$ cat src/rtl/cass_sd_arbiter.sv
// rtl/cass_sd_arbiter.sv - round-robin arbiter sharing the cassette SD block port between reader R and writer W
module cass_sd_arbiter #(
  parameter int                   TIMEOUT_W      = 24,
  parameter logic [TIMEOUT_W-1:0] TIMEOUT_CYCLES = 24'd8_000_000
) (
  input  logic        clock,
  input  logic        RESET_N,
  input  logic [31:0] r_lba,
  input  logic        r_rd,
  input  logic        r_wr,
  output logic        r_ack,
  input  logic [7:0]  r_buff_din,
  input  logic [31:0] w_lba,
  input  logic        w_rd,
  input  logic        w_wr,
  output logic        w_ack,
  input  logic [7:0]  w_buff_din,
  output logic [31:0] sd_lba,
  output logic        sd_rd,
  output logic        sd_wr,
  input  logic        sd_ack,
  output logic [7:0]  sd_buff_din,
  output logic        owner,
  output logic        busy,
  output logic        timeout_err
);

  localparam logic [1:0] S_IDLE = 2'd0;
  localparam logic [1:0] S_REQ  = 2'd1;
  localparam logic [1:0] S_ACK  = 2'd2;
  localparam logic [1:0] S_DONE = 2'd3;

  localparam logic [TIMEOUT_W-1:0] TIMER_ONE  = 1;
  localparam logic [TIMEOUT_W-1:0] TIMER_LAST = TIMEOUT_CYCLES - TIMER_ONE;

  logic [1:0]           state;
  logic                 op_wr;
  logic                 rr_ptr;
  logic [TIMEOUT_W-1:0] timer;

  logic r_pend;
  logic w_pend;
  logic grant_w;

  assign r_pend  = r_rd | r_wr;
  assign w_pend  = w_rd | w_wr;
  // W wins when it is the only one pending, or when both are and the pointer favours W
  assign grant_w = w_pend & (~r_pend | rr_ptr);

  assign busy        = (state != S_IDLE);
  assign sd_rd       = (state == S_REQ) & ~op_wr;
  assign sd_wr       = (state == S_REQ) & op_wr;
  assign r_ack       = sd_ack & ~owner & busy;
  assign w_ack       = sd_ack & owner & busy;
  assign sd_buff_din = owner ? w_buff_din : r_buff_din;

  always_ff @(posedge clock or negedge RESET_N) begin
    if (!RESET_N) begin
      state       <= S_IDLE;
      sd_lba      <= 32'd0;
      op_wr       <= 1'b0;
      owner       <= 1'b0;
      rr_ptr      <= 1'b0;
      timer       <= '0;
      timeout_err <= 1'b0;
    end else begin
      timeout_err <= 1'b0;
      case (state)
        S_IDLE: begin
          if (r_pend | w_pend) begin
            state  <= S_REQ;
            owner  <= grant_w;
            sd_lba <= grant_w ? w_lba : r_lba;
            op_wr  <= grant_w ? w_wr : r_wr;
          end
        end
        S_REQ: begin
          if (sd_ack) begin
            timer <= '0;
            state <= S_ACK;
          end else if (timer == TIMER_LAST) begin
            timer       <= '0;
            timeout_err <= 1'b1;
            state       <= S_DONE;
          end else begin
            timer <= timer + TIMER_ONE;
          end
        end
        S_ACK: begin
          if (!sd_ack) state <= S_DONE;
        end
        default: begin
          rr_ptr <= ~owner;
          state  <= S_IDLE;
        end
      endcase
    end
  end

endmodule

$ cat config.mk
export PLATFORM = sky130hd
export DESIGN_NAME = cass_sd_arbiter
export DESIGN_NICKNAME = d
export VERILOG_FILES = /design/src/rtl/cass_sd_arbiter.sv
export SDC_FILE = /design/constraint.sdc
export NUM_CORES = 1
export LEC_CHECK = 0
export CORE_MARGIN = 2
export CORE_UTILIZATION = 63
export DETAILED_ROUTE_END_ITERATION = 6
export DONT_BUFFER_PORTS = 1
export GPL_TIMING_DRIVEN = 0
export MAX_ROUTING_LAYER = met4
export PLACE_DENSITY_LB_ADDON = 0.2
export SYNTH_ARGS = -nofsm -noshare
export SYNTH_HDL_FRONTEND = slang
export SYNTH_SLANG_ARGS = --single-unit
$ cat constraint.sdc
create_clock -name clock -period 2.1 [get_ports clock]
set_input_delay 0.42 -clock clock [delete_from_list [all_inputs] [get_ports clock]]
set_output_delay 0.42 -clock clock [all_outputs]
set_load 0.02 [all_outputs]
# == Word-level counts from Yosys, hierarchy flattened ==
# Cells that the tools add are included.
# W data, S select, Z words.
# totals
wordCells,46
regBits,62
out_inout_bits,47
inputBits,87
# classes
n_mux,13
bitwise_logic,14
eq_ne,6
addsub,1
n_reduce_logical,5
# op_table
operator,count
$mux W24,2
$mux W32,1
$add A24 B1 Y24 const B,1
$eq A24 B23 Y1 const B,1
$mux W2,4
$mux W8,1
$and A1 B1 Y1,7
$pmux W2 S3,1
$mux W1,4
$ne A2 B2 Y1 const B,2
$or A1 B1 Y1,4
$ne A3 B2 Y1 const B,1
$not A1 Y1,3
$reduce_and A3 Y1,1
$reduce_or A3 Y1,1
$eq A2 B1 Y1 const B,1
$eq A2 B2 Y1 const B,1
$logic_not A2 Y1,1
$reduce_and A2 Y1,1
$reduce_bool A2 Y1,1

# == Longest topological paths before layout ==
# Gate-level depths: netlist of the first run.
# logic_depth
depth_word,5
depth_mapped,8
mapped_depth_nobuf,6

# == Worst setup path after synthesis of the first run ==
# OpenSTA, ideal clock, no wires.
# synth_timing
path_kind,flip-flop to output port
from,register state[1]
to,output port sd_rd
t_arrival_ps,1524
n_path_buf,3
path_stages_with_launch,8
t_required_ps,1680
setup_slack_ps,156
path_cell_list,dfrtp_1 inv_1 ha_1 buf_4 inv_1 clkbuf_1 buf_1 nor2_1
# synth_between
elab_chain_cells,2
# synth_rtl
item,line_no,source
"start, declared",36,logic [1:0] state;
"start signal, assigned",59,state <= S_IDLE;
"start signal, assigned",71,state <= S_REQ;
"start signal, assigned",80,state <= S_ACK;
$eq A2 B1 Y1,51,assign sd_rd = (state == S_REQ) & ~op_wr;
$and A1 B1 Y1,51,
"end, declared",19,"output logic sd_rd,"
# Every way passes these cells.

# == Final worst setup path of the first run ==
# layout_timing
from,register timer[12]
to,register timer[20]
# layout_between
elab_chain_cells,3
elab_cells_between_ends,4
cone_classes,add/sub: 1; eq/ne: 1; mux: 2
# layout_rtl
item,line_no,source
"start, declared",39,logic [TIMEOUT_W-1:0] timer;
"start signal, assigned",86,timer <= timer + TIMER_ONE;
$add A24 B1 Y24 or $eq A24 B23 Y1 (tied branches),"86, 81",
$mux W24 (*),81,end else if (timer == TIMER_LAST) begin
$mux W24 (*),78,if (sd_ack) begin
# Mark *: on every way between the ends. The rest lies on a longest branch, timed or not.
# A chain may end at the register's enable or synchronous reset.

==> summary.md, run 1 <==
| Metric | Value |
|---|---|
| Vias per cell | `6.310` |
| Skew final | `0.008266 ns` |
| Global-route wire length before repair | `14.34 mm` |
| Initial antenna violation count | `0` |
| Total gr overflow | `0` |
| DRT Pass-1 Iters | `6` |
| Final Slew Violations | `0` |
| PortBufs | `0` |
| CP max stage delay | `0.52 ns` |
| Clock latency on the worst-skew pair | `0.34 ns` |
| Die width | `77.85 um` |
| FP Rows | `26` |
| Placed Area | `3523 sq um` |
| Primary FF master, synth | `dfrtp_1` |
| CTS tree | `done` |
| Setup CP Type | `flip-flop to flip-flop` |
| Initial DRC count | `227` |
| Startpoint type of the worst setup path | `flip-flop` |
| CORE AREA | `5172 sq um` |
| F_max | `0.4840 GHz` |
| Vias | `2852` |
| Pwr per Cell Area | `1424 nW/um^2` |
| I/O pin count | `134` |
| Post-Synthesis Net Count | `450` |
| Yosys cell types | `51` |
| Worst hold path type | `primary input to flip-flop` |
| Largest net degree at the start of global routing | `63` |
| Async SR Flop Fraction | `100.0%` |
| Root Driver | `clkbuf_8` |
| Actual slew at the worst max-slew pin | `0.6752 ns` |
| Antenna Cells | `0` |
| Crit-path leading delay family | `simple AND/OR/NAND/NOR gates` |
| # H-tree levels | `3` |
| Commonest non-fill, non-tap cell in the layout | `dfrtp_1` |
| Peak VDD IR | `1.028 mV` |
| Final ANT Viol Nets | `0` |
| HPWL after detailed placement | `6.330 mm` |
| Leakage | `1.670 nW` |
| Share of layout cells above drive strength 1 | `18.59%` |
| Synth warnings | `0` |
| Area growth, synth to finish | `12.05%` |
| Clk sinks | `62` |
| TritonCTS Buffers | `9` |
| Mapped Cells | `358` |
| DRC Markers | `0` |
| Relative slew slack | `54.98%` |
| Post-route cell area | `3850 sq um` |
| Number of global-route vias before repair | `2920` |
| FF+latch count, synth | `62` |
| Routed wire length | `8.746 mm` |
| CP max-delay cell | `or4b_1` |
| Final period util | `98.39%` |
| EDFF count, synth | `0` |
| Initial Utilization | `66.42%` |
| Clock transition at the registers of the reported paths | `0.07 ns` |
| Routed wire length per instance | `19.35 um` |
| Syn_area_per_cell | `9.597 sq um` |
| Filler cells | `360` |
| Min cycle time layout | `2.066 ns` |
| Final Wtd Congestion | `0.9240` |
| CP max FO | `6` |
| Run status | `finished clean` |
| Die H | `77.85 um` |
| Total GRT Usage | `31.30%` |
| Longest Clk Path Bufs | `2` |
| Max-Cap Viols | `0` |
| Setup violators final | `0` |
| Arrival @ worst endpoint | `2.35 ns` |
| Min Hold Slack | `0.2787 ns` |
| Commonest cells after routing, fill and taps aside | `dfrtp_1 (61), nand2_1 (45), o21ai_0 (41)` |
| FF-to-FF setup slack | `0.03 ns` |
| Worst path cell trace | `nor4b_2 -> and4b_2 -> a211o_2 -> or4b_1 -> a21bo_2` |
| Final hold violations | `0` |
| Worst Path Buf+Inv | `0` |
| Nets | `469` |
| Synthesized cell area | `3436 sq um` |
| Die ar. | `6061 sq um` |
| Required @ worst endpoint | `2.38 ns` |
| CP Capture Type | `flip-flop` |
| Final Core Density | `74.43%` |
| Register area share after synthesis | `45.16%` |
[cells by family after synthesis]
| family | Yosys count | share of synthesized area, % |
|---|---|---|
| simple gates | 128 | 19.63 |
| mux | 44 | 13.22 |
| fa+ha+maj | 5 | 1.821 |
| compound gates | 84 | 15.30 |
| buf+inv | 35 | 4.880 |
| flops | 62 | 45.16 |
[where the power goes]
| group | internal [mW] | leakage [nW] | total [mW] | switching [mW] |
|---|---|---|---|---|
| Clock | 0.423 | 0.0820 | 0.904 | 0.481 |
| Combinational | 0.859 | 0.831 | 2.06 | 1.20 |
| Sequential | 1.68 | 0.757 | 2.51 | 0.833 |
| Total | 2.96 | 1.67 | 5.48 | 2.52 |
[final timing paths]
path                                start         end  cells after the start
worst min-delay path            w_lba[30]  sd_lba[30]                      2
worst max register to register  timer[12]   timer[20]                      5
min in group asynchronous         RESET_N   timer[21]                      2
max in group asynchronous         RESET_N  sd_lba[23]                      2
worst min register to register  timer[20]   timer[20]                      1
worst max-delay path            timer[12]   timer[20]                      5
[flip-flops by register name, summed over array words and instances (netlist names)]
register     count
op_wr            1
owner            1
rr_ptr           1
sd_lba          32
state            2
timeout_err      1
timer           24
[repair_timing]
item                                    4_1_cts  5_1_grt
pin swaps                                     2        2
buffers inserted                              0        6
resized for setup                            15       15
gates cloned                                  0        0
endpoints found under the setup margin       42       37
hold buffers                                  2        0
hold endpoints to repair                     62        0
[cell type report]
class                           count  area [sq um]  share of cell area [%]
Buffer                             23         156.4                   4.062
Clock buffer                       10         127.6                   3.315
Clock inverter                      6         38.79                   1.007
Inverter                           12         45.04                   1.170
Multi-Input combinational cell    261          1759                   45.69
Sequential cell                    62          1553                   40.33
Tap cell                           70         87.58                   2.275
Timing Repair Buffer                8         82.58                   2.145
[cells in the mapped netlist (all sizes together), types with 2 or more instances]
| library cell | instances | share of area, % |
|---|---|---|
| inv | 12 | 1.3 |
| nand3 | 12 | 2.1 |
| and2 | 2 | 0.36 |
| nand4 | 10 | 2.0 |
| buf | 10 | 1.7 |
| mux2 | 11 | 3.6 |
| nor2 | 14 | 1.7 |
| or3 | 2 | 0.36 |
| o21ai | 41 | 6.0 |
| mux2i | 33 | 9.6 |
| nor4 | 6 | 1.1 |
| nand2b | 3 | 0.55 |
| o22ai | 4 | 0.73 |
| ha | 5 | 1.8 |
| nor4b | 2 | 0.51 |
| a21oi | 11 | 1.6 |
| and3 | 8 | 1.5 |
| a211o | 6 | 1.6 |
| dfrtp | 62 | 45 |
| a21o | 5 | 1.2 |
| nor3 | 16 | 2.5 |
| a32oi | 2 | 0.51 |
| nor3b | 2 | 0.44 |
| clkbuf | 13 | 1.9 |
| o2bb2ai | 7 | 1.8 |
| nand2 | 45 | 4.9 |
| o31a | 2 | 0.55 |
| o31ai | 2 | 0.44 |
| or4 | 2 | 0.55 |
[through the flow]
stage	power (mW)	TNS [ns]	worst slack, ns	instances
6_report	5.482	0	0.03377	452
5_1_grt	5.856	-0.02884	-0.01506	452
4_1_cts	5.366	0	0.003613	446
3_5_place_dp	4.375	-1.613	-0.3304	428
3_3_place_gp	4.266	-0.8430	-0.2845	428
2_1_floorplan	3.876	0	0.1564	358
[routing by layer]
| metal | global-route usage, % | up-vias | wire length [um] |
|---|---|---|---|
| met4 | 9.107 | 0 | 136 |
| met2 | 50.78 | 141 | 4450 |
| met3 | 7.093 | 20 | 631 |
| met1 | 39.57 | 1350 | 3528 |
| met5 | - | - | 0 |
| li1 | - | 1341 | - |
Power figures use the tool's default switching activity.
==> inputs of run 2 (changes only) <==
Settings changed: CELL_PAD_IN_SITES_DETAIL_PLACEMENT set to 1, CELL_PAD_IN_SITES_GLOBAL_PLACEMENT set to 2, CORE_UTILIZATION 63 to 37.
==> summary.md, run 2 (same netlist as run 1, synthesis figures left out) <==
| Metric | Value |
|---|---|
| Max reg flops | `32` |
| Nets | `467` |
| Hold path endpoint | `sd_lba[0]` |
| Initial Utilization | `37.72%` |
| Clk sinks | `62` |
| Min Hold Slack | `0.2716 ns` |
| Worst R2R End | `timer[11]` |
| Die ar. | `10070 sq um` |
| Setup CP Type | `flip-flop to flip-flop` |
| Clk network pwr share | `20.6%` |
| GR met2 Demand/Resource | `34.23%` |
| Largest net degree at the start of global routing | `63` |
| CP max-delay cell | `dfrtp_1` |
| Placed Area | `3575 sq um` |
| Final Wtd Congestion | `0.8041` |
| CP max FO | `10` |
| Clock transition at the registers of the reported paths | `0.08 ns` |
| Routed wire length per instance | `20.15 um` |
| Final ANT Viol Nets | `0` |
| Most frequent cell on the critical path | `a21o_2` |
| Clock latency on the worst-skew pair | `0.34 ns` |
| Max-Cap Viols | `0` |
| Final Slew Violations | `0` |
| Crit-path leading delay family | `simple AND/OR/NAND/NOR gates` |
| CP Capture Type | `flip-flop` |
| CP max stage delay | `0.37 ns` |
| Pwr per Cell Area | `1466 nW/um^2` |
| Relative slew slack | `56.35%` |
| Global-route wire length before repair | `15.68 mm` |
| Switching Fraction | `44.71%` |
| TritonCTS Buffers | `9` |
| Sequential share of power | `43.3%` |
| Peak VDD IR | `0.6145 mV` |
| Skew final | `0.007371 ns` |
| Total Power | `5.826 mW` |
| Top Registers | `sd_lba (32), timer (24), state (2)` |
| Worst Path Buf+Inv | `2` |
| Leakage | `1.688 nW` |
| Most flop-heavy register | `sd_lba` |
| Unrepaired setup endpoints after global routing | `false` |
| I/O pin count | `134` |
| Layer with the highest usage | `met2` |
| Die H | `100.4 um` |
| Pre-CTS WS | `-0.5865 ns` |
| Required @ worst endpoint | `2.34 ns` |
| Post-route cell area | `3974 sq um` |
| F_max | `0.4854 GHz` |
| Arrival @ worst endpoint | `2.30 ns` |
| # H-tree levels | `3` |
| DRT Pass-1 Iters | `4` |
| FF-to-FF setup slack | `0.04 ns` |
| HPWL after detailed placement | `7.211 mm` |
| Initial antenna violation count | `0` |
| Min cycle time layout | `2.060 ns` |
| Antenna Cells | `0` |
| Longest Clk Path Bufs | `2` |
| Number of global-route vias before repair | `3016` |
| PortBufs | `0` |
| Setup tns final | `0 ns` |
| Reg-to-reg startpoint | `timer[10]` |
| Setup violators final | `0` |
| Share of layout cells above drive strength 1 | `20.26%` |
| Run status | `finished clean` |
| FP Rows | `35` |
| Hold_sp | `w_lba[0]` |
| Total GRT Usage | `20.73%` |
| Multi-input logic area | `1774 sq um` |
| Routed wire length | `9.892 mm` |
| GRT met3 Usage | `4.039%` |
| GR Util met1 | `25.66%` |
| Die width | `100.4 um` |
| Worst path cell trace | `buf_4 -> nor4b_1 -> and4b_2 -> a21o_2 -> clkbuf_4 -> o21ai_0 -> a21o_2` |
| Filler cells | `1070` |
| Final period util | `98.10%` |
| Vias per cell | `5.829` |
| Commonest non-fill, non-tap cell in the layout | `dfrtp_1` |
| CTS tree | `done` |
| Total gr overflow | `0` |
| Commonest cells after routing, fill and taps aside | `dfrtp_1 (59), nand2_1 (44), o21ai_0 (41)` |
| Root Driver | `clkbuf_8` |
| DRC Markers | `0` |
| Internal | `3.222 mW` |
| FF/Latch Area | `1555 sq um` |
| Reg2reg path depth | `7` |
| Net Switching | `2.605 mW` |
| Worst hold path type | `primary input to flip-flop` |
| Hold path cells | `2` |
| Startpoint type of the worst setup path | `flip-flop` |
| Actual slew at the worst max-slew pin | `0.6548 ns` |
| Final worst slack | `0.03984 ns` |
| Initial DRC count | `55` |
| Final hold violations | `0` |
| Vias | `2862` |
| Logic pwr share | `36.1%` |
| CORE AREA | `9109 sq um` |
| Area growth, synth to finish | `15.66%` |
-- run 2: cell count changes in the layout (fill, tap and decap cells not counted), sizes merged --
cell,before,now
clkbuf,21,20
inv,12,13
buf,19,17
bufinv,0,2
clkinv,4,2
-- run 2: final cells by class --
cell class	count	area share, %
Clock inverter	7	2.456
Inverter	12	1.134
Buffer	22	4.125
Tap cell	111	3.495
Timing Repair Buffer	7	1.889
Sequential cell	62	39.14
Clock buffer	9	3.117
Multi-Input combinational cell	261	44.65
-- run 2: how the worst max path moves through the flow --
| stage | start | to | slack (ns) | cells after the start |
|---|---|---|---|---|
| 2_1_floorplan | state[1] | sd_rd | 0.16 | 7 |
| 3_3_place_gp | state[1] | sd_rd | -0.54 | 7 |
| 3_5_place_dp | state[1] | sd_rd | -0.59 | 7 |
| 4_1_cts | state[1] | sd_rd | -0.006 | 7 |
| 5_1_grt | state[0] | sd_lba[4] | 0.002 | 8 |
| 6_report | timer[10] | timer[11] | 0.04 | 7 |
-- run 2: repair_timing --
item                                   CTS  global route
setup endpoints to repair               52            40
buffers inserted                         0             5
endpoints found under the hold margin   62             0
gates cloned                             0             0
hold buffers                             2             0
pin swaps                                2             3
gates resized for setup                 30            17
-- run 2: routing by layer --
metal | part of all wire (%) | vias up
met5 | 0 | -
met4 | 1.2 | 0
met3 | 5.1 | 10
met2 | 49 | 89
met1 | 45 | 1433
li1 | - | 1330
-- run 2: power by group through the flow --
stage	Sequential (mW)	Combinational (mW)	Clock [mW]
5_1_grt	2.59	2.36	1.28
3_3_place_gp	2.51	1.85	0
4_1_cts	2.53	2.11	1.24
3_5_place_dp	2.52	1.95	0
2_1_floorplan	2.38	1.50	0
6_report	2.52	2.10	1.20
-- run 2: stage by stage --
| step | utilization (%) | instances |
|---|---|---|
| 2_1_floorplan | - | 358 |
| 3_3_place_gp | 39.24 | 469 |
| 3_5_place_dp | 39.24 | 469 |
| 4_1_cts | 43.04 | 487 |
| 5_1_grt | 43.63 | 491 |
| 6_report | 43.63 | 491 |
-- run 2: worst register-to-register path: stages (launching register included) --
cell and delay (ns):
dfrtp_1 0.37, buf_4 0.16, nor4b_1 0.34, and4b_2 0.34, a21o_2 0.18, clkbuf_4 0.23, o21ai_0 0.12, a21o_2 0.21
